[src/rtl/uart_rx_fifo.sv]
// Receive FIFO behind the UART receiver: circular buffer with first-word fall-through
// read, registered status and a sticky overrun flag. Optional IRQ via UART_RX_FIFO_IRQ_EN.
module uart_rx_fifo #(
  parameter int DEPTH      = 16,
  parameter int ADDR_W     = 4,
  parameter int IRQ_THRESH = 1
) (
  input  logic              clk,
  input  logic              reset,
  input  logic [7:0]        i_Rx_Byte,
  input  logic              i_Rx_DV,
  input  logic              i_Rd_En,
  input  logic              i_Clr_Ovr,
  output logic [7:0]        o_Rd_Data,
  output logic              o_Empty,
  output logic              o_Full,
  output logic [ADDR_W:0]   o_Count,
  output logic              o_Overrun,
  output logic              o_Irq
);

  localparam logic [ADDR_W:0] LP_DEPTH = (ADDR_W+1)'(DEPTH);

  logic [7:0]        r_mem [DEPTH];
  logic [ADDR_W-1:0] r_wr_ptr;
  logic [ADDR_W-1:0] r_rd_ptr;
  logic [ADDR_W:0]   r_count;
  logic              r_empty;
  logic              r_full;
  logic              r_overrun;

  logic              w_pop;
  logic              w_push;
  logic              w_ovr;
  logic              w_ovr_nxt;
  logic [ADDR_W:0]   w_count_nxt;

  // A pop in the same cycle frees a slot, so a full FIFO can still accept a byte.
  assign w_pop     = i_Rd_En & ~r_empty;
  assign w_push    = i_Rx_DV & (~r_full | w_pop);
  assign w_ovr     = i_Rx_DV & r_full & ~w_pop;
  assign w_ovr_nxt = w_ovr | (r_overrun & ~i_Clr_Ovr);

  always_comb begin
    w_count_nxt = r_count;
    case ({w_push, w_pop})
      2'b10:   w_count_nxt = r_count + 1'b1;
      2'b01:   w_count_nxt = r_count - 1'b1;
      default: w_count_nxt = r_count;
    endcase
  end

  always_ff @(posedge clk) begin
    if (w_push) r_mem[r_wr_ptr] <= i_Rx_Byte;
  end

  always_ff @(posedge clk or posedge reset) begin
    if (reset) begin
      r_wr_ptr  <= '0;
      r_rd_ptr  <= '0;
      r_count   <= '0;
      r_empty   <= 1'b1;
      r_full    <= 1'b0;
      r_overrun <= 1'b0;
    end else begin
      if (w_push) r_wr_ptr <= r_wr_ptr + 1'b1;
      if (w_pop)  r_rd_ptr <= r_rd_ptr + 1'b1;
      r_count   <= w_count_nxt;
      r_empty   <= (w_count_nxt == '0);
      r_full    <= (w_count_nxt == LP_DEPTH);
      r_overrun <= w_ovr_nxt;
    end
  end

`ifdef UART_RX_FIFO_IRQ_EN
  localparam logic [ADDR_W:0] LP_THRESH = (ADDR_W+1)'(IRQ_THRESH);
  logic r_irq;

  always_ff @(posedge clk or posedge reset) begin
    if (reset) r_irq <= 1'b0;
    else       r_irq <= (w_count_nxt >= LP_THRESH) | w_ovr_nxt;
  end

  assign o_Irq = r_irq;
`else
  assign o_Irq = 1'b0;
`endif

  assign o_Rd_Data = r_mem[r_rd_ptr];
  assign o_Empty   = r_empty;
  assign o_Full    = r_full;
  assign o_Count   = r_count;
  assign o_Overrun = r_overrun;

endmodule

[config.mk]
export PLATFORM = sky130hd
export DESIGN_NAME = uart_rx_fifo
export DESIGN_NICKNAME = d
export VERILOG_FILES = /design/src/rtl/uart_rx_fifo.sv
export SDC_FILE = /design/constraint.sdc
export NUM_CORES = 1
export LEC_CHECK = 0
export ABC_CLOCK_PERIOD_IN_PS = 5920
export BUFFER_PORTS_ARGS = -buffer_cell sky130_fd_sc_hd__buf_2
export CORE_MARGIN = 2
export CORE_UTILIZATION = 46
export DETAILED_ROUTE_END_ITERATION = 7
export PLACE_DENSITY_LB_ADDON = 0.3
export SYNTH_ARGS = -nofsm -noshare
export SYNTH_HDL_FRONTEND = slang
export SYNTH_SLANG_ARGS = --single-unit
export TNS_END_PERCENT = 1
[constraint.sdc]
create_clock -name clk -period 5.92 [get_ports clk]
set_clock_uncertainty 0.1 [all_clocks]
set_input_delay 0.296 -clock clk [delete_from_list [all_inputs] [get_ports clk]]
set_output_delay 0.296 -clock clk [all_outputs]
set_load 0.005 [all_outputs]
# [Word-level counts from Yosys, hierarchy flattened]
# Memories as Yosys holds them, arrays and structs flattened.
# Cells that the tools add are included.
[totals] memories=1 ram_bits=128 reg_bits=16 output_inout_bits=17
[memory_table] memory="r_mem" words=16 word_bits=8 read_ports=1 rd_ports_with_merged_regs=0 wr=1 line_no="24" rtl="logic [7:0] r_mem [DEPTH];"
[op_classes] muxes=3 addsub=4 n_bitwise=11 n_reduce_logical=1 n_eq_ne=3
[ops] operator="$pmux W5 S2" n=1
[ops] operator="$add A4 B1 Y4 const B" n=2
[ops] operator="$add A5 B1 Y5 const B" n=1
[ops] operator="$and A1 B1 Y1" n=5
[ops] operator="$eq A5 B5 Y1 const B" n=1
[ops] operator="$logic_not A5 Y1" n=1
[ops] operator="$sub A5 B1 Y5 const B" n=1
[ops] operator="$not A1 Y1" n=4
[ops] operator="$eq A2 B1 Y1 const B" n=1
[ops] operator="$eq A2 B2 Y1 const B" n=1
[ops] operator="$mux W1" n=2
[ops] operator="$or A1 B1 Y1" n=2

# [Longest topological paths before layout]
# Gate-level depths: netlist of the first run.
[logic_depth] depth_word=7 ltp_mapped=12

# [Worst setup path before layout of the first run]
# Ideal clock, no wire load.
[synth_timing] path_kind="register to register" start="register r_empty (netlist: o_Empty)" end="register r_full (netlist: o_Full)" path_slack_ns=3.263 path_stages_with_launch=13 required_time_ns=5.740 path_buffers=1 arrival_time_ns=2.477 setup_ns=0.080 cell_sequence="dfstp_2 -> nand2b_1 -> a21boi_0 -> inv_1 -> ha_1 -> buf_2 -> xor2_1 -> ha_1 -> a21oi_1 -> mux2i_1 -> xnor2_1 -> or2_2 -> nor3b_2"
[synth_between] elab_chain_len=7
[synth_rtl] item="from (decl)" line_no="28" rtl="logic r_empty;"
[synth_rtl] item="from (signal assigned)" line_no="69" rtl="r_empty <= (w_count_nxt == '0);"
[synth_rtl] item="$not A1 Y1 (*)" line_no="39" rtl="assign w_pop = i_Rd_En & ~r_empty;"
[synth_rtl] item="$and A1 B1 Y1 (*)" line_no="39"
[synth_rtl] item="$or A1 B1 Y1" line_no="40" rtl="assign w_push = i_Rx_DV & (~r_full | w_pop);"
[synth_rtl] item="$and A1 B1 Y1" line_no="40"
[synth_rtl] item="$eq A2 B1 Y1 / $eq A2 B2 Y1 (equally long branches)" line_no="46" rtl="case ({w_push, w_pop})"
[synth_rtl] item="$pmux W5 S2 (*)" line_no="46"
[synth_rtl] item="net w_count_nxt[2]" line_no="36" rtl="logic [ADDR_W:0] w_count_nxt;"
[synth_rtl] item="$eq A5 B5 Y1 (*)" line_no="70" rtl="r_full <= (w_count_nxt == LP_DEPTH);"
[synth_rtl] item="to (signal assigned)" line_no="70"
[synth_rtl] item="to (decl)" line_no="29" rtl="logic r_full;"
# The timed path passes the listed nets; every way through them passes the cells marked *.
# A chain may end at the register's enable or synchronous reset.

# [Final worst setup path of the first run]
# Ends and elaborated chain as after synthesis.

==> flow_summary.json, run 1 <==
{
  "status": "completed",
  "period_minus_slack_ns": 3.62,
  "clock_latency_ns": 0.42,
  "yosysTopAreaCell": "edfxtp_1",
  "synth-seq-cells": 144,
  "mostFrequentLayoutCells": "edfxtp_1 (128), mux4_1 (30), buf_2 (28)",
  "final_common_cell": "edfxtp_1",
  "hpwl_um": 6530,
  "grt-ovfl-total": 0,
  "multi_input_area_sq_um": 1590,
  "die-area_sq_um": 13900,
  "core_sq_um": 12600,
  "crit_required_ns": 6.16,
  "clk_path_buf_depth": 2,
  "fmax_mhz": 276,
  "rsz0062_at_grt": "no",
  "synth_edf_count": 128,
  "routedWlPerCell_um": 21.2,
  "std_cell_rows": 41,
  "io_buffers": 28,
  "hold_buffers": 2,
  "detail-route-antenna-nets": 0,
  "drive_above_1_share": 0.226,
  "dieHeight_um": 118,
  "die_width_um": 118,
  "cts_sinks": 144,
  "io_pins": 30,
  "vias": 2807,
  "wl_um": 10700,
  "ys.flop_type": "edfxtp_1",
  "grt_max_degree": 36,
  "endpoint_kind": "flop",
  "async_flop_share": 0.111,
  "drtIter0Drc": 319,
  "tightest_slew_ns": 1.06,
  "cts_tree": "yes",
  "hold_path_class": "input port to flop",
  "synthesis.area_sq_um": 5960,
  "yosysWarnings": 0,
  "antenna_found_initial": 0,
  "synth_cell_types": 42,
  "worstSetupPathType": "flop to flop",
  "nets": 340,
  "cts_buffers": 17,
  "yosysSeqAreaShare": 0.712,
  "p_int_w": 0.00228,
  "yosys.area.top_type_share": 0.645,
  "synth_nets": 306,
  "power_frac_seq": 0.452,
  "area_growth_pct": 14.4,
  "startpoint_type": "flop",
  "combinationalPowerShare": 0.229,
  "place_congestion": 0.772,
  "finalHoldViolCount": 0,
  "fin_hold_ws_ns": 0.0299,
  "maxSlewHeadroom": 0.286,
  "syn_inst": 285,
  "start_util": 0.472,
  "synthTopCellsByArea": "edfxtp_1 (64%), mux4_1 (13%), dfrtp_1 (6.3%)",
  "clk_pin_slew_ns": 0.06,
  "drc": 0,
  "path_max_fanout": 11,
  "post-route-period-util": 0.612,
  "power.density_nw_per_um2": 476,
  "cts_root_buffer": "clkbuf_16",
  "grt_pass1_wl_um": 16500,
  "seq_area_sq_um": 4250,
  "antenna_cells": 0,
  "final.setup.tns_ns": 0,
  "grt_pass1_vias": 2832,
  "n_fill_cell": 1005,
  "ir_drop_mv": 0.232,
  "p_sw_w": 0.000970,
  "swShare": 0.299,
  "dr.pass1.iters": 4,
  "grtUsageTotal": 0.165,
  "power.leakage_nw": 2.37,
  "maxCapViolCount": 0,
  "cts_setup_buffers": 0,
  "setup_viol": 0,
  "cts_resized": 0,
  "routed_via_density": 5.57,
  "syn_area_per_cell_sq_um": 20.9,
  "drv_slew": 0,
  "htreeDepth": 4,
  "clkPwrFrac": 0.319,
  "worstPathArrival_ns": 3.86
}
## Yosys cell counts (2+ instances only)
cell / count
a21oi_1: 2
mux4_2: 10
mux4_1: 30
buf_6: 3
nor2_1: 3
and4_1: 4
clkbuf_1: 8
ha_1: 8
nand4_1: 2
and2_1: 13
xnor2_1: 10
dfrtp_1: 15
edfxtp_1: 128
o2111ai_1: 2
inv_1: 7
o21ai_0: 3
nor2b_1: 3
nand2_1: 8
nor3_1: 2
nand3_1: 2
## worst paths after layout
path | from | cells after the start | to | slack, ns
min in group asynchronous | reset | 3 | o_Count[1]$_DFF_PP0_ | 0.37
hold reg to reg | o_Count[4]$_DFF_PP0_ | 1 | o_Count[4]$_DFF_PP0_ | 0.42
setup / recovery | o_Empty$_DFF_PP1_ | 11 | o_Full$_DFF_PP0_ | 2.30
max in group asynchronous | reset | 3 | r_rd_ptr[0]$_DFFE_PP0P_ | 4.93
hold / removal | i_Rx_DV | 3 | o_Overrun$_DFF_PP0_ | 0.03
setup reg to reg | o_Empty$_DFF_PP1_ | 11 | o_Full$_DFF_PP0_ | 2.30
## power groups by stage
stage	Clock, W	Sequential, W	Combinational, W
3_5_place_dp	0	0.00149	0.000746
2_1_floorplan	0	0.00132	0.000667
6_report	0.00104	0.00147	0.000743
5_1_grt	0.00109	0.00149	0.000802
4_1_cts	0.00105	0.00148	0.000751
3_3_place_gp	0	0.00149	0.000735
## cell families after synthesis
logic type      count (synthesis)  synth area share
simple gates                   44            0.0451
buf+inv                        22            0.0206
other cells                     1          0.000629
flops                         144             0.712
xor+xnor                       11            0.0162
mux                            42             0.174
compound gates                 13            0.0147
fa+ha+maj                       8            0.0168
## per-layer routing
metal	GRT usage	part of all wire	up-vias
li1	-	-	1260
met1	0.231	0.47	1465
met2	0.249	0.46	74
met3	0.0475	0.059	8
met4	0.0565	0.011	0
met5	0	0	-
## critical path, cell delays in order (launching register included)
cell      delay (ns)
dfstp_2         0.36
nand2b_1        0.20
a21boi_0        0.86
inv_1           0.25
ha_1            0.37
xor2_1          0.20
ha_1            0.22
a21oi_1         0.16
mux2i_1         0.23
xnor2_1         0.10
or2_2           0.32
nor3b_2         0.18
## registers in the layout (all words and copies together), names as in the netlist
signal and count:
r_mem 128, o_Count 5, r_rd_ptr 4, r_wr_ptr 4, o_Empty 1, o_Full 1
o_Overrun 1
## through the flow
stage	total power, W	cell area (sq um)	util	worst slack, ns	instances
final	0.00325	6820	0.540	2.30	504
after global routing	0.00339	6820	0.540	1.96	504
after detailed placement	0.00224	6220	0.493	2.27	470
after CTS	0.00328	6820	0.540	2.28	504
after floorplan	0.00199	5960	-	3.26	285
after global placement	0.00222	6220	0.493	2.46	470
## area by class of cell
cell class	count	share of cell area
sequential	144	0.623
multi-input combinational	119	0.233
clock buffer	17	0.0624
tap	172	0.0316
timing repair buffer	30	0.0235
clock inverter	15	0.0224
inverter	7	0.00385
(Power assumes the default switching activity.)
==> inputs of run 2 (changes only) <==
Settings changed: ABC_CLOCK_PERIOD_IN_PS 5920 to 3060.
Clock period 5.92 ns to 3.06 ns, I/O delays scaled along.
==> run 2 against run 1 <==
Compared with the run above: final cell count increased by 1.2%; highest routed layer unchanged; non-clock buffer count rose by 6; hold slack worse by 0.016 ns; setup slack got worse by 2.0 ns; clock power up 75%; sequential cell count is the same; die area did not move; power rose by 89%; fmax up 30%; critical path type unchanged; critical endpoint unchanged.
==> flow_summary.json, run 2 (synthesized netlist as in run 1, its figures left out) <==
{
  "cts_setup_buffers": 0,
  "drive_above_1_share": 0.222,
  "antenna_found_initial": 0,
  "grt_max_degree": 33,
  "worstPathArrival_ns": 3.01,
  "largest_reg_flops": 128,
  "rsz0062_at_grt": "no",
  "clk_path_buf_depth": 2,
  "nets": 346,
  "r2r_slack_ns": 0.28,
  "wl_um": 10700,
  "detail-route-antenna-nets": 0,
  "cts_buffers": 17,
  "htreeDepth": 4,
  "finalHoldViolCount": 0,
  "top_register": "r_mem",
  "tightest_slew_ns": 0.726,
  "final.setup.tns_ns": 0,
  "antenna_cells": 0,
  "start_util": 0.472,
  "grt_pass1_wl_um": 16700,
  "io_pins": 30,
  "power.density_nw_per_um2": 900,
  "vias": 2790,
  "status": "completed",
  "maxSlewHeadroom": 0.516,
  "die_width_um": 118,
  "core_sq_um": 12600,
  "path_buf_inv": 1,
  "startpoint_type": "flop",
  "period_minus_slack_ns": 2.78,
  "cp_slowest_cell": "dfstp_2",
  "worstSetupPathType": "flop to flop",
  "cts_sinks": 144,
  "mostFrequentLayoutCells": "edfxtp_1 (128), mux4_1 (30), buf_2 (28)",
  "crit_required_ns": 3.29,
  "area_growth_pct": 14.5,
  "post-route-period-util": 0.909,
  "timing.rr.start": "o_Empty$_DFF_PP1_",
  "io_buffers": 28,
  "place_congestion": 0.738,
  "crit_chain": "nand2b_1 > a21boi_1 > inv_1 > ha_1 > xor2_1 > ha_1 > a21oi_1 > mux2i_1 > xnor2_1 > or2_2 > nor3b_2",
  "grtUsageTotal": 0.164,
  "maxCapViolCount": 0,
  "final_util": 0.541,
  "drtIter0Drc": 195,
  "cp-startpoint": "o_Empty$_DFF_PP1_",
  "cpLargestDelayFamily": "simple AND/OR/NAND/NOR gates",
  "ir_drop_mv": 0.390,
  "fmax_mhz": 360,
  "die-area_sq_um": 13900,
  "dieHeight_um": 118,
  "cts_tree": "yes",
  "path_common_cell": "ha_1",
  "dr.pass1.iters": 4,
  "grt_pass1_vias": 2866,
  "clock_latency_ns": 0.41,
  "grt-ovfl-total": 0,
  "drc": 0,
  "routedWlPerCell_um": 21.0,
  "hold_path_class": "input port to flop",
  "final_cell_area_sq_um": 6830,
  "setup_viol": 0,
  "cts_root_buffer": "clkbuf_16",
  "place_area_sq_um": 6260,
  "hold_start": "i_Rx_Byte[3]",
  "routed_via_density": 5.47,
  "power.leakage_nw": 2.39,
  "drv_slew": 0,
  "clk_pin_slew_ns": 0.06,
  "final_common_cell": "edfxtp_1",
  "std_cell_rows": 41,
  "max_stage_delay_ns": 0.36,
  "hpwl_um": 6510,
  "endpoint_kind": "flop",
  "path_max_fanout": 9
}
==> run 2: cell types whose count changed in the layout (fill, tap and decap cells not counted), sizes merged <==
cell / previous run / this run
buf: 28 / 32
inv: 14 / 10
clkbuf: 17 / 20
clkinv: 4 / 7
dlygate4sd3: 2 / 4
bufinv: 1 / 0
clkinvlp: 3 / 2
==> run 2: path summary, 6_finish.rpt <==
kind,end,cells past startpoint
max,o_Full$_DFF_PP0_,11
min,r_mem[10][3]$_DFFE_PP_,1
max reg2reg,o_Full$_DFF_PP0_,11
min reg2reg,o_Count[4]$_DFF_PP0_,1
max in group asynchronous,r_rd_ptr[0]$_DFFE_PP0P_,3
min in group asynchronous,o_Count[2]$_DFF_PP0_,3
==> run 2: what timing repair did <==
item / in CTS / in global routing
hold endpoints to repair: 17 / 0
hold buffers: 4 / 0
resized for setup: 0 / 1
setup endpoints to repair: 0 / 1
==> run 2: area by class of cell <==
class / count / area (sq um)
multi-input combinational: 119 / 1590
timing repair buffer: 36 / 223
inverter: 7 / 26.3
sequential: 144 / 4250
tap: 172 / 215
fill: 997 / 5790
clock inverter: 12 / 86.3
clock buffer: 20 / 437
==> run 2: per-stage QoR <==
| step | worst slack, ns | power (W) | std cells | hold slack (ns) |
|---|---|---|---|---|
| after floorplan | 0.403 | 0.00384 | 285 | -0.0340 |
| after global placement | 0.296 | 0.00434 | 474 | 0.152 |
| after detailed placement | 0.204 | 0.00437 | 474 | 0.167 |
| after CTS | 0.178 | 0.00620 | 510 | 0.0122 |
| after global routing | 0.0616 | 0.00643 | 510 | 0.0243 |
| final | 0.279 | 0.00614 | 510 | 0.0139 |
==> run 2: worst reg2reg max path, stage by stage (launching register included) <==
cell and delay [ns]:
dfstp_2 0.36, nand2b_1 0.20, a21boi_1 0.24, inv_1 0.13
ha_1 0.30, xor2_1 0.20, ha_1 0.22, a21oi_1 0.15
mux2i_1 0.23, xnor2_1 0.09, or2_2 0.32, nor3b_2 0.17
==> run 2: power breakdown <==
part	internal [W]	switching (W)	total [W]
clock	0.00104	0.000787	0.00182
combinational	0.000888	0.000757	0.00165
sequential	0.00242	0.000254	0.00267
total	0.00434	0.00180	0.00614
==> run 2: layer usage <==
metal | part of all wire | GRT usage | vias up
met5 | 0 | 0 | -
met4 | 0.010 | 0.0520 | 0
met3 | 0.034 | 0.0455 | 11
met2 | 0.47 | 0.247 | 63
met1 | 0.48 | 0.236 | 1446
li1 | - | - | 1270
==> inputs of run 3 (changes only) <==
Settings changed: CORE_MARGIN 2 to default.
==> run 3 against run 2 <==
Compared with the run above: sequential power about the same; die area is 3.4% lower; setup slack worse by 0.017 ns; utilization is 0.39 points higher; highest routed layer unchanged; sequential cell count did not move; critical path depth shrank 7; first-iteration DRC count is 12% lower; final area is 0.71% higher; clock power is 10% higher; hold slack better by 0.0097 ns; non-clock buffer count decreased by 1.
==> flow_summary.json, run 3 (synthesized netlist as in run 1, its figures left out) <==
{
  "status": "completed",
  "swShare": 0.276,
  "cts_setup_buffers": 0,
  "crit_chain": "buf_12 > mux4_1 > mux4_2 > buf_2",
  "cts_buffers": 17,
  "p_sw_w": 0.00174,
  "die-area_sq_um": 13400,
  "dieHeight_um": 116,
  "largest_reg_flops": 128,
  "path_buf_inv": 2,
  "n_fill_cell": 991,
  "combinationalPowerShare": 0.253,
  "grt_max_degree": 33,
  "cp_slowest_cell": "dfrtp_2",
  "detail-route-antenna-nets": 0,
  "cts_sinks": 144,
  "startpoint_type": "flop",
  "fmax_mhz": 357,
  "top_register": "r_mem",
  "endpoint_kind": "output pin",
  "post-route-period-util": 0.914,
  "ir_drop_mv": 0.484,
  "die_width_um": 116,
  "power.density_nw_per_um2": 917,
  "max_stage_delay_ns": 0.63,
  "place_congestion": 0.799,
  "io_buffers": 28,
  "p_int_w": 0.00456,
  "hpwl_um": 6600,
  "tightest_slew_ns": 0.742,
  "clock_latency_ns": 0.41,
  "clkPwrFrac": 0.319,
  "cts_tree": "yes",
  "nets": 345,
  "area_growth_pct": 15.3,
  "finalHoldViolCount": 0,
  "power.leakage_nw": 2.41,
  "crit_required_ns": 2.81,
  "hold_path_class": "input port to flop",
  "power_frac_seq": 0.428,
  "rsz0062_at_grt": "no",
  "period_minus_slack_ns": 2.80,
  "grt_pass1_wl_um": 16600,
  "std_cell_rows": 41,
  "wl_um": 11000,
  "worstSetupPathType": "flop to output pin",
  "dr.pass1.iters": 5,
  "grtUsageTotal": 0.182,
  "drtIter0Drc": 172,
  "grt-ovfl-total": 0,
  "worstPathArrival_ns": 2.54,
  "final.setup.tns_ns": 0,
  "final_common_cell": "edfxtp_1",
  "drc": 0,
  "core_sq_um": 12600,
  "path_max_fanout": 22,
  "cts_root_buffer": "clkbuf_16",
  "routedWlPerCell_um": 21.6,
  "maxCapViolCount": 0,
  "clk_path_buf_depth": 2,
  "routed_via_density": 5.43,
  "vias": 2771,
  "io_pins": 30,
  "antenna_found_initial": 0,
  "cpLargestDelayFamily": "multiplexers",
  "drv_slew": 0,
  "mostFrequentLayoutCells": "edfxtp_1 (128), mux4_1 (30), buf_2 (28)",
  "grt_pass1_vias": 2741,
  "drive_above_1_share": 0.214,
  "total_power_w": 0.00630,
  "htreeDepth": 4,
  "setup_viol": 0,
  "clk_pin_slew_ns": 0.06,
  "maxSlewHeadroom": 0.506,
  "start_util": 0.472
}
## run 3: changes by cell type in the layout (fill, tap and decap cells not counted)
cell | before | now
clkbuf_1 | 3 | 2
diode_2 | 0 | 1
buf_4 | 3 | 2
inv_6 | 3 | 1
clkinv_4 | 3 | 0
bufinv_16 | 0 | 3
clkinv_1 | 1 | 4
## run 3: metal layers
metal  share of wire  vias to the layer above  track usage
met1            0.44                     1426        0.252
met2            0.49                       71        0.275
met5               0                        -            0
met4           0.013                        0       0.0718
li1                -                     1265            -
met3           0.061                        9       0.0502
## run 3: what timing repair did
item | 4_1_cts | 5_1_grt
hold buffers | 4 | 0
hold endpoints to repair | 17 | 0
setup endpoints to repair | 0 | 1
resized for setup | 0 | 1
## run 3: path summary, 6_finish.rpt
kind                                              start                 endpoint  slack (ns)  cells after the start
worst max-delay path            r_rd_ptr[0]$_DFFE_PP0P_             o_Rd_Data[6]        0.26                      4
worst min-delay path                       i_Rx_Byte[5]   r_mem[14][5]$_DFFE_PP_        0.02                      1
worst max register to register        o_Empty$_DFF_PP1_        o_Empty$_DFF_PP1_        0.29                     11
worst min register to register     o_Count[4]$_DFF_PP0_     o_Count[4]$_DFF_PP0_        0.41                      1
max in group asynchronous                         reset  r_rd_ptr[0]$_DFFE_PP0P_        2.16                      3
min in group asynchronous                         reset         o_Full$_DFF_PP0_        0.27                      3
## run 3: layout make-up
| class | instances | area (sq um) | share of cell area |
|---|---|---|---|
| clock inverter | 13 | 144 | 0.0209 |
| inverter | 7 | 26.3 | 0.00382 |
| multi-input combinational | 119 | 1590 | 0.232 |
| clock buffer | 19 | 433 | 0.0630 |
| sequential | 144 | 4250 | 0.618 |
| tap | 172 | 215 | 0.0313 |
| antenna | 1 | 2.50 | 0.000364 |
| timing repair buffer | 35 | 215 | 0.0313 |
## run 3: stage by stage
stage | instances | setup slack (ns) | area [sq um] | hold slack, ns | utilization
after floorplan | 285 | 0.403 | 5960 | -0.0340 | -
after global placement | 473 | 0.296 | 6250 | 0.148 | 0.496
after detailed placement | 473 | 0.185 | 6250 | 0.156 | 0.496
after CTS | 509 | 0.203 | 6870 | 0.0105 | 0.545
after global routing | 509 | 0.0615 | 6870 | 0.0141 | 0.545
final | 510 | 0.262 | 6870 | 0.0236 | 0.545
## run 3: worst register-to-register path: stages, from the launching register on
cell      delay (ns)
dfstp_2         0.52
nand2b_1        0.19
a21boi_1        0.11
inv_1           0.12
ha_1            0.33
xor2_1          0.12
ha_1            0.23
a21oi_1         0.16
mux2i_1         0.23
xnor2_1         0.10
or2_2           0.33
nor3_1          0.16
## run 3: power by group through the flow
stage	Combinational [W]	Sequential [W]	Clock, W
after detailed placement	0.00162	0.00274	0
after CTS	0.00163	0.00270	0.00204
after global placement	0.00160	0.00272	0
after global routing	0.00174	0.00273	0.00212
final	0.00160	0.00270	0.00201
after floorplan	0.00129	0.00255	0
